--- config.mk ---
export PLATFORM = sky130hd
export DESIGN_NAME = ram_rd_arbiter
export DESIGN_NICKNAME = d
export VERILOG_FILES = /design/src/rtl/ram_rd_arbiter.sv
export SDC_FILE = /design/constraint.sdc
export NUM_CORES = 1
export LEC_CHECK = 0
export CAP_MARGIN = 20
export CORE_MARGIN = 2
export CORE_UTILIZATION = 34
export DETAILED_ROUTE_END_ITERATION = 8
export GPL_ROUTABILITY_DRIVEN = 0
export PLACE_DENSITY = 0.82
export RECOVER_POWER = 50
export SLEW_MARGIN = 10
export SYNTH_ARGS = -nofsm -noshare
export SYNTH_HDL_FRONTEND = slang
export SYNTH_SLANG_ARGS = --single-unit
--- constraint.sdc ---
create_clock -name clk_i -period 3.1 [get_ports clk_i]
set_clock_uncertainty 0.1 [all_clocks]
set_input_delay 0.465 -clock clk_i [delete_from_list [all_inputs] [get_ports clk_i]]
set_output_delay 0.465 -clock clk_i [all_outputs]
set_load 0.02 [all_outputs]
--- src/rtl/ram_rd_arbiter.sv ---
// -----------------------------------------------------------------------------
// ram_rd_arbiter
//
// Round-robin arbiter and sequencer for the read port of a synchronous-read
// RAM (ram_1r1w_sync) shared by two requesters: instruction fetch (port 0)
// and load/store (port 1). At most one read is in flight at a time. Its
// response is held on the owner's response channel until that requester
// consumes it. The write port is a zero-latency pass-through from
// requester 1. A write that hits the address being read in the same cycle
// is forwarded into the response, so that read observes the write.
//
// Parameters:
//   width_p  data width (must match the RAM)
//   depth_p  RAM depth; address width aw = $clog2(depth_p)
//
// Ports:
//   clk_i, reset_i                 clock, asynchronous active-high reset
//   reqN_valid_i/addr_i/ready_o    read request channel of requester N
//   rspN_valid_o/data_o/ready_i    read response channel of requester N
//   wr_valid_i/addr_i/data_i       write strobe from requester 1 (no ready)
//   ram_rd_valid_o/addr_o          read strobe and address to the RAM
//   ram_rd_data_i                  registered read data from the RAM
//   ram_wr_valid_o/addr_o/data_o   write pass-through to the RAM
// -----------------------------------------------------------------------------
module ram_rd_arbiter #(
   parameter  int width_p = 32,
   parameter  int depth_p = 512,
   localparam int aw      = $clog2(depth_p)
) (
   input  logic               clk_i,
   input  logic               reset_i,

   input  logic               req0_valid_i,
   input  logic [aw-1:0]      req0_addr_i,
   output logic               req0_ready_o,
   output logic               rsp0_valid_o,
   output logic [width_p-1:0] rsp0_data_o,
   input  logic               rsp0_ready_i,

   input  logic               req1_valid_i,
   input  logic [aw-1:0]      req1_addr_i,
   output logic               req1_ready_o,
   output logic               rsp1_valid_o,
   output logic [width_p-1:0] rsp1_data_o,
   input  logic               rsp1_ready_i,

   input  logic               wr_valid_i,
   input  logic [aw-1:0]      wr_addr_i,
   input  logic [width_p-1:0] wr_data_i,

   output logic               ram_rd_valid_o,
   output logic [aw-1:0]      ram_rd_addr_o,
   input  logic [width_p-1:0] ram_rd_data_i,

   output logic               ram_wr_valid_o,
   output logic [aw-1:0]      ram_wr_addr_o,
   output logic [width_p-1:0] ram_wr_data_o
);

   // State
   logic               r_pend;      // a response is outstanding
   logic               r_pend_id;   // owner of the outstanding response
   logic               r_last;      // requester granted most recently
   logic               r_fwd;       // response data comes from r_fwd_data
   logic [width_p-1:0] r_fwd_data;  // write data captured on an address hit

   // Per-requester views, packed so both ports share one description
   logic [1:0]          w_req_valid;
   logic [1:0]          w_rsp_ready;
   logic [1:0]          w_req_ready;
   logic [1:0]          w_rsp_valid;
   logic [aw-1:0]       w_req_addr [2];

   logic                w_owner_fire;
   logic                w_free;
   logic                w_grant;
   logic                w_accept;
   logic [aw-1:0]       w_rd_addr;
   logic                w_fwd_hit;
   logic [width_p-1:0]  w_rsp_data;

   assign w_req_valid   = {req1_valid_i, req0_valid_i};
   assign w_rsp_ready   = {rsp1_ready_i, rsp0_ready_i};
   assign w_req_addr[0] = req0_addr_i;
   assign w_req_addr[1] = req1_addr_i;

   // The slot frees up in the same cycle the owner takes its response, so a
   // new read can be issued back-to-back. This makes rsp*_ready_i a
   // combinational input to req*_ready_o on purpose.
   assign w_owner_fire = r_pend && w_rsp_ready[r_pend_id];
   assign w_free       = !r_pend || w_owner_fire;

   // Lone requester wins outright; on a tie the one not served last wins.
   always_comb begin
      if (w_req_valid == 2'b11) begin
         w_grant = ~r_last;
      end else begin
         w_grant = w_req_valid[1];
      end
   end

   generate
      for (genvar gi = 0; gi < 2; gi++) begin : g_port
         // Ready is forced low while reset is asserted so that nothing is
         // accepted before the state registers are usable.
         assign w_req_ready[gi] = !reset_i && w_free && w_req_valid[gi] &&
                                  (w_grant == 1'(gi));
         assign w_rsp_valid[gi] = r_pend && (r_pend_id == 1'(gi));
      end
   endgenerate

   assign w_accept  = |w_req_ready;
   assign w_rd_addr = w_req_addr[w_grant];

   // The RAM returns old data when a read and a write to the same address
   // share a cycle; capturing the write data here gives read-after-write.
   assign w_fwd_hit = wr_valid_i && (wr_addr_i == w_rd_addr);

   always_ff @(posedge clk_i or posedge reset_i) begin
      if (reset_i) begin
         r_pend     <= 1'b0;
         r_pend_id  <= 1'b0;
         r_last     <= 1'b1;   // requester 0 wins the first tie
         r_fwd      <= 1'b0;
         r_fwd_data <= '0;
      end else if (w_accept) begin
         // Also covers "consume and accept" in one cycle: the slot reloads.
         r_pend    <= 1'b1;
         r_pend_id <= w_grant;
         r_last    <= w_grant;
         r_fwd     <= w_fwd_hit;
         if (w_fwd_hit) begin
            r_fwd_data <= wr_data_i;
         end
      end else if (w_owner_fire) begin
         r_pend <= 1'b0;
      end
   end

   // Later writes cannot disturb a stalled response: the RAM only reloads its
   // read register on a read strobe, and r_fwd_data only loads on accept.
   assign w_rsp_data = r_fwd ? r_fwd_data : ram_rd_data_i;

   assign req0_ready_o = w_req_ready[0];
   assign req1_ready_o = w_req_ready[1];
   assign rsp0_valid_o = w_rsp_valid[0];
   assign rsp1_valid_o = w_rsp_valid[1];
   assign rsp0_data_o  = w_rsp_data;
   assign rsp1_data_o  = w_rsp_data;

   // Strobe only on accept so the RAM holds its output during a stall.
   assign ram_rd_valid_o = w_accept;
   assign ram_rd_addr_o  = w_rd_addr;

   assign ram_wr_valid_o = wr_valid_i;
   assign ram_wr_addr_o  = wr_addr_i;
   assign ram_wr_data_o  = wr_data_i;

endmodule
==> results.json, run 1 <==
{
  "status": "complete, no violations",
  "clock_sinks": 36,
  "design_area_um2": 4666,
  "grt-ovfl-total": 0,
  "placedInstanceArea_um2": 4598,
  "max-vdd-ir-drop_uv": 165.0,
  "crit_end": "ram_rd_addr_o[8]",
  "drtIter0Drc": 21,
  "drc_errors": 0,
  "ys_types": 35,
  "antenna_found_initial": 0,
  "finalSetupViolCount": 0,
  "die_x_um": 95.24,
  "multi_input_area_um2": 1279,
  "synth.largest_area_cell": "dfrtp_1",
  "cp_max_fo": 9,
  "htreeDepth": 2,
  "powerDensity_nw_per_um2": 313.5,
  "dp.cells": 489,
  "grt_max_degree": 25,
  "hold_viol_final": 0,
  "setup_tns_ns": 0,
  "cts_hold_buf": 0,
  "min_period_over_period_pct": 95.05,
  "critPathKind": "primary input to output port",
  "final_common_cell": "clkdlybuf4s50_1",
  "ant_nets": 0,
  "syn_area_um2": 2830,
  "num_rows": 33,
  "vias_per_cell": 4.488,
  "syn-instance-count": 242,
  "ioPinCount": 218,
  "worstMarginPinSlew_ns": 1.292,
  "rsz0062_at_grt": "no",
  "synth-main-ff-cell": "dfrtp_1",
  "filler_cell_count": 702,
  "worst_ep_arrival_time_ns": 2.38,
  "dieArea_um2": 9070,
  "power_mw": 1.463,
  "yosysSeqAreaShare_pct": 31.87,
  "slew_headroom_pct": 13.85,
  "rrSetupSlack_ns": 0.47,
  "seq_area_um2": 902.1,
  "synth_area_leaders": "dfrtp_1 31%, buf_4 20%, mux2_2 18%, mux2_4 15%, xnor2_1 1.9%",
  "drive_gt1_share_pct": 23.02,
  "cts_made_buffers": 5,
  "min_period_ns": 2.946,
  "r2r_cells": 7,
  "core-area_um2": 8134,
  "hp-class": "flip-flop to flip-flop",
  "critPathLaunchType": "primary input",
  "p_leak_nw": 2.059,
  "synth.avg_cell_area_um2": 11.70,
  "critPathRequiredTime_ns": 2.53,
  "synth_top_area_share_pct": 30.95,
  "clk_latency_ns": 0.28,
  "antennaDiodeCount": 0,
  "max_freq_mhz": 339.4,
  "cts_root_buf": "clkbuf_8",
  "cts.clk_slew.worst_paths_ns": 0.07,
  "grt_usage_pct": 16.21,
  "cts_buffer_depth": 2,
  "ys_seq_elements": 36,
  "drtPass1Iterations": 4,
  "synth_nets": 340,
  "ys_async_sr_fraction_pct": 100.0,
  "wirelength_um": 7771,
  "grt_pass1_vias": 2363,
  "dp_hpwl_um": 6386,
  "yosysWarnings": 0,
  "portBuffers": 217,
  "nets": 489,
  "initial_core_util_pct": 34.79,
  "routed-via-count": 2226,
  "drv_slew": 0,
  "dp_slack_ns": 0.05872,
  "wl_per_cell_um": 15.67,
  "final_util_pct": 57.36,
  "setup_ws_ns": 0.1535,
  "max_cap_viol_count": 0,
  "grt_pass1_wl_um": 11450,
  "area_delta_synth_final_pct": 64.85,
  "hold_ws_ns": 0.4087,
  "die_height_um": 95.24,
  "cp-end-kind": "output port",
  "synth_edf_count": 0,
  "rr_startpoint": "r_pend_id",
  "fin_cells": 496,
  "final_cell_mix": "172 x clkdlybuf4s50_1, 45 x dlygate4sd3_1, 44 x mux2_2",
  "reg2reg_to": "r_fwd_data[21]",
  "crit_path_start": "req1_valid_i",
  "cts_tree": "yes"
}
-- cells in the mapped netlist (2+ instances only) --
| master | instances |
|---|---|
| and2_1 | 2 |
| buf_4 | 74 |
| buf_6 | 4 |
| clkbuf_1 | 4 |
| dfrtp_1 | 35 |
| inv_1 | 7 |
| mux2_2 | 44 |
| mux2_4 | 29 |
| nand2_1 | 6 |
| o21a_1 | 2 |
| o21ai_0 | 2 |
| xnor2_1 | 6 |
| xor2_1 | 5 |
-- metal layers --
metal | GRT usage (%) | vias up | routed length [um]
li1 | - | 1055 | -
met1 | 18.33 | 1063 | 2901
met2 | 30.46 | 106 | 4240
met3 | 4.269 | 2 | 590
met4 | 3.261 | 0 | 39
met5 | 0 | - | 0
-- where the power goes --
group | internal, mW | total, mW | leakage [nW] | switching, mW
logic | 0.350 | 0.630 | 1.52 | 0.280
registers | 0.498 | 0.521 | 0.495 | 0.0227
clock network | 0.153 | 0.312 | 0.0410 | 0.159
total | 1.00 | 1.46 | 2.06 | 0.461
-- final cells by class --
class | count | share of cell area, %
clock buffers | 6 | 1.555
clock inverters | 1 | 0.1073
inverters | 7 | 0.5632
multi-input cells | 116 | 27.41
flip-flops and latches | 36 | 19.33
well taps | 105 | 2.816
repair buffers | 225 | 48.22
-- sequential cells by signal, indices dropped and copies added (netlist names) --
register,cells
r_fwd,1
r_fwd_data,32
r_last,1
r_pend,1
r_pend_id,1
-- how the worst min path moves through the flow --
stage	startpoint	endpoint	slack, ns	depth (start not counted)
CTS	r_fwd_data[8]	r_fwd_data[8]	0.41	1
global route	r_fwd_data[12]	r_fwd_data[12]	0.42	1
finish	r_fwd_data[31]	r_fwd_data[31]	0.41	1
detailed placement	r_fwd_data[7]	r_fwd_data[7]	0.39	1
floorplan	r_fwd_data[16]	r_fwd_data[16]	0.37	1
global placement	r_fwd_data[8]	r_fwd_data[8]	0.39	1
-- worst max-delay path, stage by stage --
cell and delay [ns]:
clkdlybuf4s50_1 0.50, a21boi_4 0.30, buf_4 0.23, mux2_2 0.34, clkdlybuf4s50_1 0.55
-- cell families (layout without fill, tap and decap cells) --
group	after synthesis	count (layout)	share of synthesized area (%)
and+or+nand+nor	16	16	3.802
AOI/OAI and AO/OA	15	15	4.819
buffers and inverters	90	239	22.86
DFF	36	36	31.87
muxes	74	74	33.25
xor gates and xnor gates	11	11	3.404
-- repair_timing --
action | 4_1_cts | 5_1_grt
setup buffers | 0 | 0
endpoints found under the setup margin | 0 | 4
gates resized for setup | 0 | 1
No activity file was read; power rests on OpenSTA's default activity.
==> inputs of run 2 (changes only) <==
--- a/config.mk
+++ b/config.mk
@@ -10,6 +10,7 @@
 export CORE_UTILIZATION = 34
 export DETAILED_ROUTE_END_ITERATION = 8
 export GPL_ROUTABILITY_DRIVEN = 0
+export GPL_TIMING_DRIVEN = 0
 export PLACE_DENSITY = 0.82
 export RECOVER_POWER = 50
 export SLEW_MARGIN = 10
==> run 2 against run 1 <==
Net effect: final area increased by 12%; clock power increased by 48%; cell count increased by 15%; non-clock buffer count increased by 74; count of clock-buffer cells in the layout increased by 1; core utilization increased by 7.0 points; critical path depth increased by 4; combinational power increased by 9.5%; via count increased by 13%; fmax increased by 0.31%; flip-flop and latch count unchanged; sequential power about the same.
==> results.json, run 2 (synthesis results as in run 1) <==
{
  "status": "complete, no violations",
  "antennaDiodeCount": 0,
  "drtPass1Iterations": 4,
  "dp_hpwl_um": 7045,
  "critPathLaunchType": "primary input",
  "p_leak_nw": 2.429,
  "hp-class": "flip-flop to flip-flop",
  "die_x_um": 95.24,
  "cts_tree": "yes",
  "grt_pass1_wl_um": 12540,
  "crit_path_start": "req1_valid_i",
  "die_height_um": 95.24,
  "ioPinCount": 218,
  "slew_headroom_pct": 6.339,
  "hold_viol_final": 0,
  "drive_gt1_share_pct": 35.41,
  "finalSetupViolCount": 0,
  "setup_tns_ns": 0,
  "ant_nets": 0,
  "max_freq_mhz": 340.4,
  "grt_max_degree": 37,
  "min_period_ns": 2.937,
  "clock_sinks": 36,
  "portBuffers": 217,
  "grt_pass1_vias": 2636,
  "min_period_over_period_pct": 94.76,
  "cp_max_fo": 19,
  "rrSetupSlack_ns": 0.42,
  "rr_startpoint": "r_pend_id",
  "hp-start": "r_fwd_data[4]",
  "wl_per_cell_um": 14.91,
  "antenna_found_initial": 0,
  "htreeDepth": 2,
  "rsz0062_at_grt": "no",
  "cts.clk_slew.worst_paths_ns": 0.07,
  "cts_hold_buf": 0,
  "core-area_um2": 8134,
  "drv_slew": 0,
  "dieArea_um2": 9070,
  "wirelength_um": 8516,
  "routed-via-count": 2520,
  "crit_end": "r_fwd_data[25]",
  "critPathRequiredTime_ns": 3.17,
  "max-vdd-ir-drop_uv": 244.4,
  "clk_latency_ns": 0.29,
  "cts_made_buffers": 5,
  "largest_reg_flops": 32,
  "critPathKind": "primary input to flip-flop",
  "vias_per_cell": 4.413,
  "reg2reg_to": "r_fwd_data[25]",
  "worst_ep_arrival_time_ns": 3.01,
  "top_register": "r_fwd_data",
  "max_cap_viol_count": 0,
  "cts_buffer_depth": 2,
  "cp-end-kind": "flip-flop",
  "initial_core_util_pct": 34.79,
  "area_delta_synth_final_pct": 84.97,
  "drtIter0Drc": 25,
  "final_cell_mix": "165 x clkdlybuf4s50_1, 74 x buf_4, 52 x dlygate4sd3_1",
  "r2r_cells": 7,
  "drc_errors": 0,
  "powerDensity_nw_per_um2": 319.2,
  "nets": 563,
  "grt-ovfl-total": 0,
  "final_util_pct": 64.36,
  "cts_setup_buffers": 0,
  "worstMarginPinSlew_ns": 1.403,
  "cts_root_buf": "clkbuf_8",
  "num_rows": 33,
  "grt_usage_pct": 17.98,
  "final_common_cell": "clkdlybuf4s50_1"
}
==> run 2: cell count changes in the layout (fill, tap and decap cells not counted), sizes merged <==
cell           before  now
dlygate4sd3        45   52
inv                 6    7
clkinv              2    0
bufinv              0    1
clkbuf              8   12
clkdlybuf4s50     172  165
buf                 6   77
==> run 2: worst max-delay path: stages <==
cell	delay, ns
clkdlybuf4s50_1	0.49
a21boi_2	0.21
buf_6	0.21
o221ai_1	0.15
o21a_1	0.13
nor4b_1	0.51
nand4_4	0.22
clkbuf_4	0.28
mux2_1	0.33
==> run 2: layer usage <==
| layer | global-route usage (%) | routed length [um] | vias up |
|---|---|---|---|
| met2 | 33.98 | 4605 | 114 |
| met4 | 5.918 | 146 | 0 |
| li1 | - | - | 1195 |
| met5 | 0 | 0 | - |
| met3 | 4.506 | 675 | 11 |
| met1 | 19.35 | 3087 | 1200 |
==> run 2: how the worst min path moves through the flow <==
| stage | cells past startpoint | slack, ns | end |
|---|---|---|---|
| 4_1_cts | 1 | 0.41 | r_fwd_data[28] |
| 5_1_grt | 1 | 0.42 | r_fwd_data[14] |
| 6_report | 1 | 0.41 | r_fwd_data[4] |
| 2_1_floorplan | 1 | 0.37 | r_fwd_data[16] |
| 3_5_place_dp | 1 | 0.39 | r_fwd_data[7] |
| 3_3_place_gp | 1 | 0.39 | r_fwd_data[18] |
==> run 2: area by class of cell <==
class	instances	area, um^2
clock inverter	1	30.03
clock buffer	7	96.34
tap	105	131.4
buffer	82	615.6
fill	656	2899
timing repair buffer	217	2172
multi-input combinational	116	1261
sequential	36	902.1
inverter	7	26.28
==> run 2: power breakdown <==
group | total [mW] | leakage, nW | switching (mW) | internal [mW]
Combinational | 0.690 | 1.87 | 0.290 | 0.400
Sequential | 0.518 | 0.495 | 0.0198 | 0.498
Clock | 0.463 | 0.0645 | 0.179 | 0.284
==> run 2: stage by stage <==
step | hold slack (ns) | cell area (um^2) | setup slack [ns] | power, mW | std cells
floorplan | 0.3736 | 2830 | 0.8035 | 0.8858 | 242
global placement | 0.3851 | 5134 | 0.01387 | 1.237 | 564
detailed placement | 0.3885 | 5134 | 0.02630 | 1.247 | 564
CTS | 0.4144 | 5261 | 0.01060 | 1.718 | 572
global route | 0.4245 | 5235 | 0.03999 | 1.755 | 571
finish | 0.4134 | 5235 | 0.1626 | 1.671 | 571
==> run 2: what timing repair did <==
item	in CTS	in global routing
resized for setup	1	4
endpoints found under the setup margin	10	25
pin swaps	0	0
==> inputs of run 3 (changes only) <==
--- a/config.mk
+++ b/config.mk
@@ -13,6 +13,7 @@
 export GPL_TIMING_DRIVEN = 0
 export PLACE_DENSITY = 0.82
 export RECOVER_POWER = 50
+export SETUP_SLACK_MARGIN = 0.4
 export SLEW_MARGIN = 10
 export SYNTH_ARGS = -nofsm -noshare
 export SYNTH_HDL_FRONTEND = slang
==> run 3 against run 2 <==
Net effect: core utilization rose by 0.43 points; combinational power fell by 0.7%; register-to-register slack improved by 0.13 ns; sequential share of layout area fell by 0.11 points.
==> results.json, run 3 (synthesis results as in run 1) <==
{
  "ant_nets": 0,
  "critPathKind": "primary input to flip-flop",
  "antenna_found_initial": 0,
  "design_area_um2": 5270,
  "dp_hpwl_um": 7045,
  "grt-ovfl-total": 0,
  "area_delta_synth_final_pct": 86.21,
  "vias_per_cell": 4.448,
  "htreeDepth": 2,
  "hold_viol_final": 0,
  "holdPathStages": 1,
  "max-vdd-ir-drop_uv": 239.8,
  "powerDensity_nw_per_um2": 316.0,
  "routed-via-count": 2544,
  "crit_path_start": "rsp1_ready_i",
  "rsz0062_at_grt": "no",
  "cts_made_buffers": 5,
  "r2r_cells": 7,
  "min_period_ns": 2.694,
  "grt_pass1_vias": 2631,
  "cts.clk_slew.worst_paths_ns": 0.08,
  "max_freq_mhz": 371.1,
  "drive_gt1_share_pct": 37.69,
  "ctsResizeCount": 28,
  "critPathLaunchType": "primary input",
  "portBuffers": 217,
  "critPathRequiredTime_ns": 3.17,
  "grt_usage_pct": 18.08,
  "num_rows": 33,
  "core-area_um2": 8134,
  "antennaDiodeCount": 0,
  "rrSetupSlack_ns": 0.55,
  "largest_reg_flops": 32,
  "final_cell_mix": "152 x clkdlybuf4s50_1, 74 x buf_4, 51 x dlygate4sd3_1",
  "ioPinCount": 218,
  "rr_startpoint": "r_pend_id",
  "grt_max_degree": 37,
  "final_util_pct": 64.79,
  "status": "complete, no violations",
  "placedInstanceArea_um2": 5134,
  "slew_headroom_pct": 6.395,
  "cts_root_buf": "clkbuf_8",
  "cts_tree": "yes",
  "drtIter0Drc": 25,
  "cts_buffer_depth": 2,
  "die_height_um": 95.24,
  "die_x_um": 95.24,
  "max_cap_viol_count": 0,
  "cts_setup_buffers": 0,
  "initial_core_util_pct": 34.79,
  "grt_pass1_wl_um": 12600,
  "hp-class": "flip-flop to flip-flop",
  "worst_ep_arrival_time_ns": 2.77,
  "cp_max_fo": 10,
  "p_leak_nw": 2.497,
  "cts_hold_buf": 0,
  "min_period_over_period_pct": 86.92,
  "drtPass1Iterations": 4,
  "setup_tns_ns": 0,
  "clk_latency_ns": 0.29,
  "cp-end-kind": "flip-flop",
  "dieArea_um2": 9070,
  "clock_sinks": 36,
  "hp-start": "r_fwd_data[10]",
  "wl_per_cell_um": 14.99,
  "worstMarginPinSlew_ns": 1.403,
  "finalSetupViolCount": 0,
  "final_common_cell": "clkdlybuf4s50_1",
  "drv_slew": 0,
  "drc_errors": 0,
  "top_register": "r_fwd_data",
  "wirelength_um": 8572,
  "nets": 564
}
-- run 3: power breakdown --
| part | total (mW) | switching (mW) | internal (mW) |
|---|---|---|---|
| sequential | 0.521 | 0.0229 | 0.498 |
| combinational | 0.685 | 0.293 | 0.392 |
| clock | 0.459 | 0.175 | 0.284 |
-- run 3: final timing paths --
path	endpoint
hold reg to reg	r_fwd_data[10]
hold / removal	r_fwd_data[10]
setup reg to reg	r_fwd_data[8]
setup / recovery	r_fwd_data[8]
min in group asynchronous	r_fwd_data[26]
max in group asynchronous	r_fwd_data[6]
-- run 3: cell type report --
| class | instances | area [um^2] |
|---|---|---|
| Sequential cell | 36 | 902.1 |
| Tap cell | 105 | 131.4 |
| Clock buffer | 7 | 96.34 |
| Buffer | 83 | 655.6 |
| Timing Repair Buffer | 217 | 2143 |
| Inverter | 7 | 26.28 |
| Fill cell | 654 | 2864 |
| Clock inverter | 1 | 30.03 |
| Multi-Input combinational cell | 116 | 1285 |
-- run 3: layer usage --
metal	GRT usage, %	vias to the layer above	share of wire, %
li1	-	1204	-
met2	33.80	116	54
met1	19.64	1211	36
met4	6.280	0	2.0
met5	0	-	0
met3	4.506	13	7.7
-- run 3: through the flow --
step | hold slack [ns] | power (mW) | std cells | worst slack [ns]
2_1_floorplan | 0.3736 | 0.8858 | 242 | 0.8035
3_3_place_gp | 0.3851 | 1.237 | 564 | 0.01387
3_5_place_dp | 0.3885 | 1.247 | 564 | 0.02630
4_1_cts | 0.4144 | 1.715 | 572 | 0.3889
5_1_grt | 0.4244 | 1.752 | 572 | 0.2167
6_report | 0.4131 | 1.666 | 572 | 0.4056
-- run 3: critical path: stages --
cell and delay (ns):
clkdlybuf4s50_1 0.45, mux2i_1 0.08, a21oi_1 0.31, o21ai_0 0.31, nor4b_2 0.39, nand4_4 0.22
buf_6 0.22, mux2_4 0.31
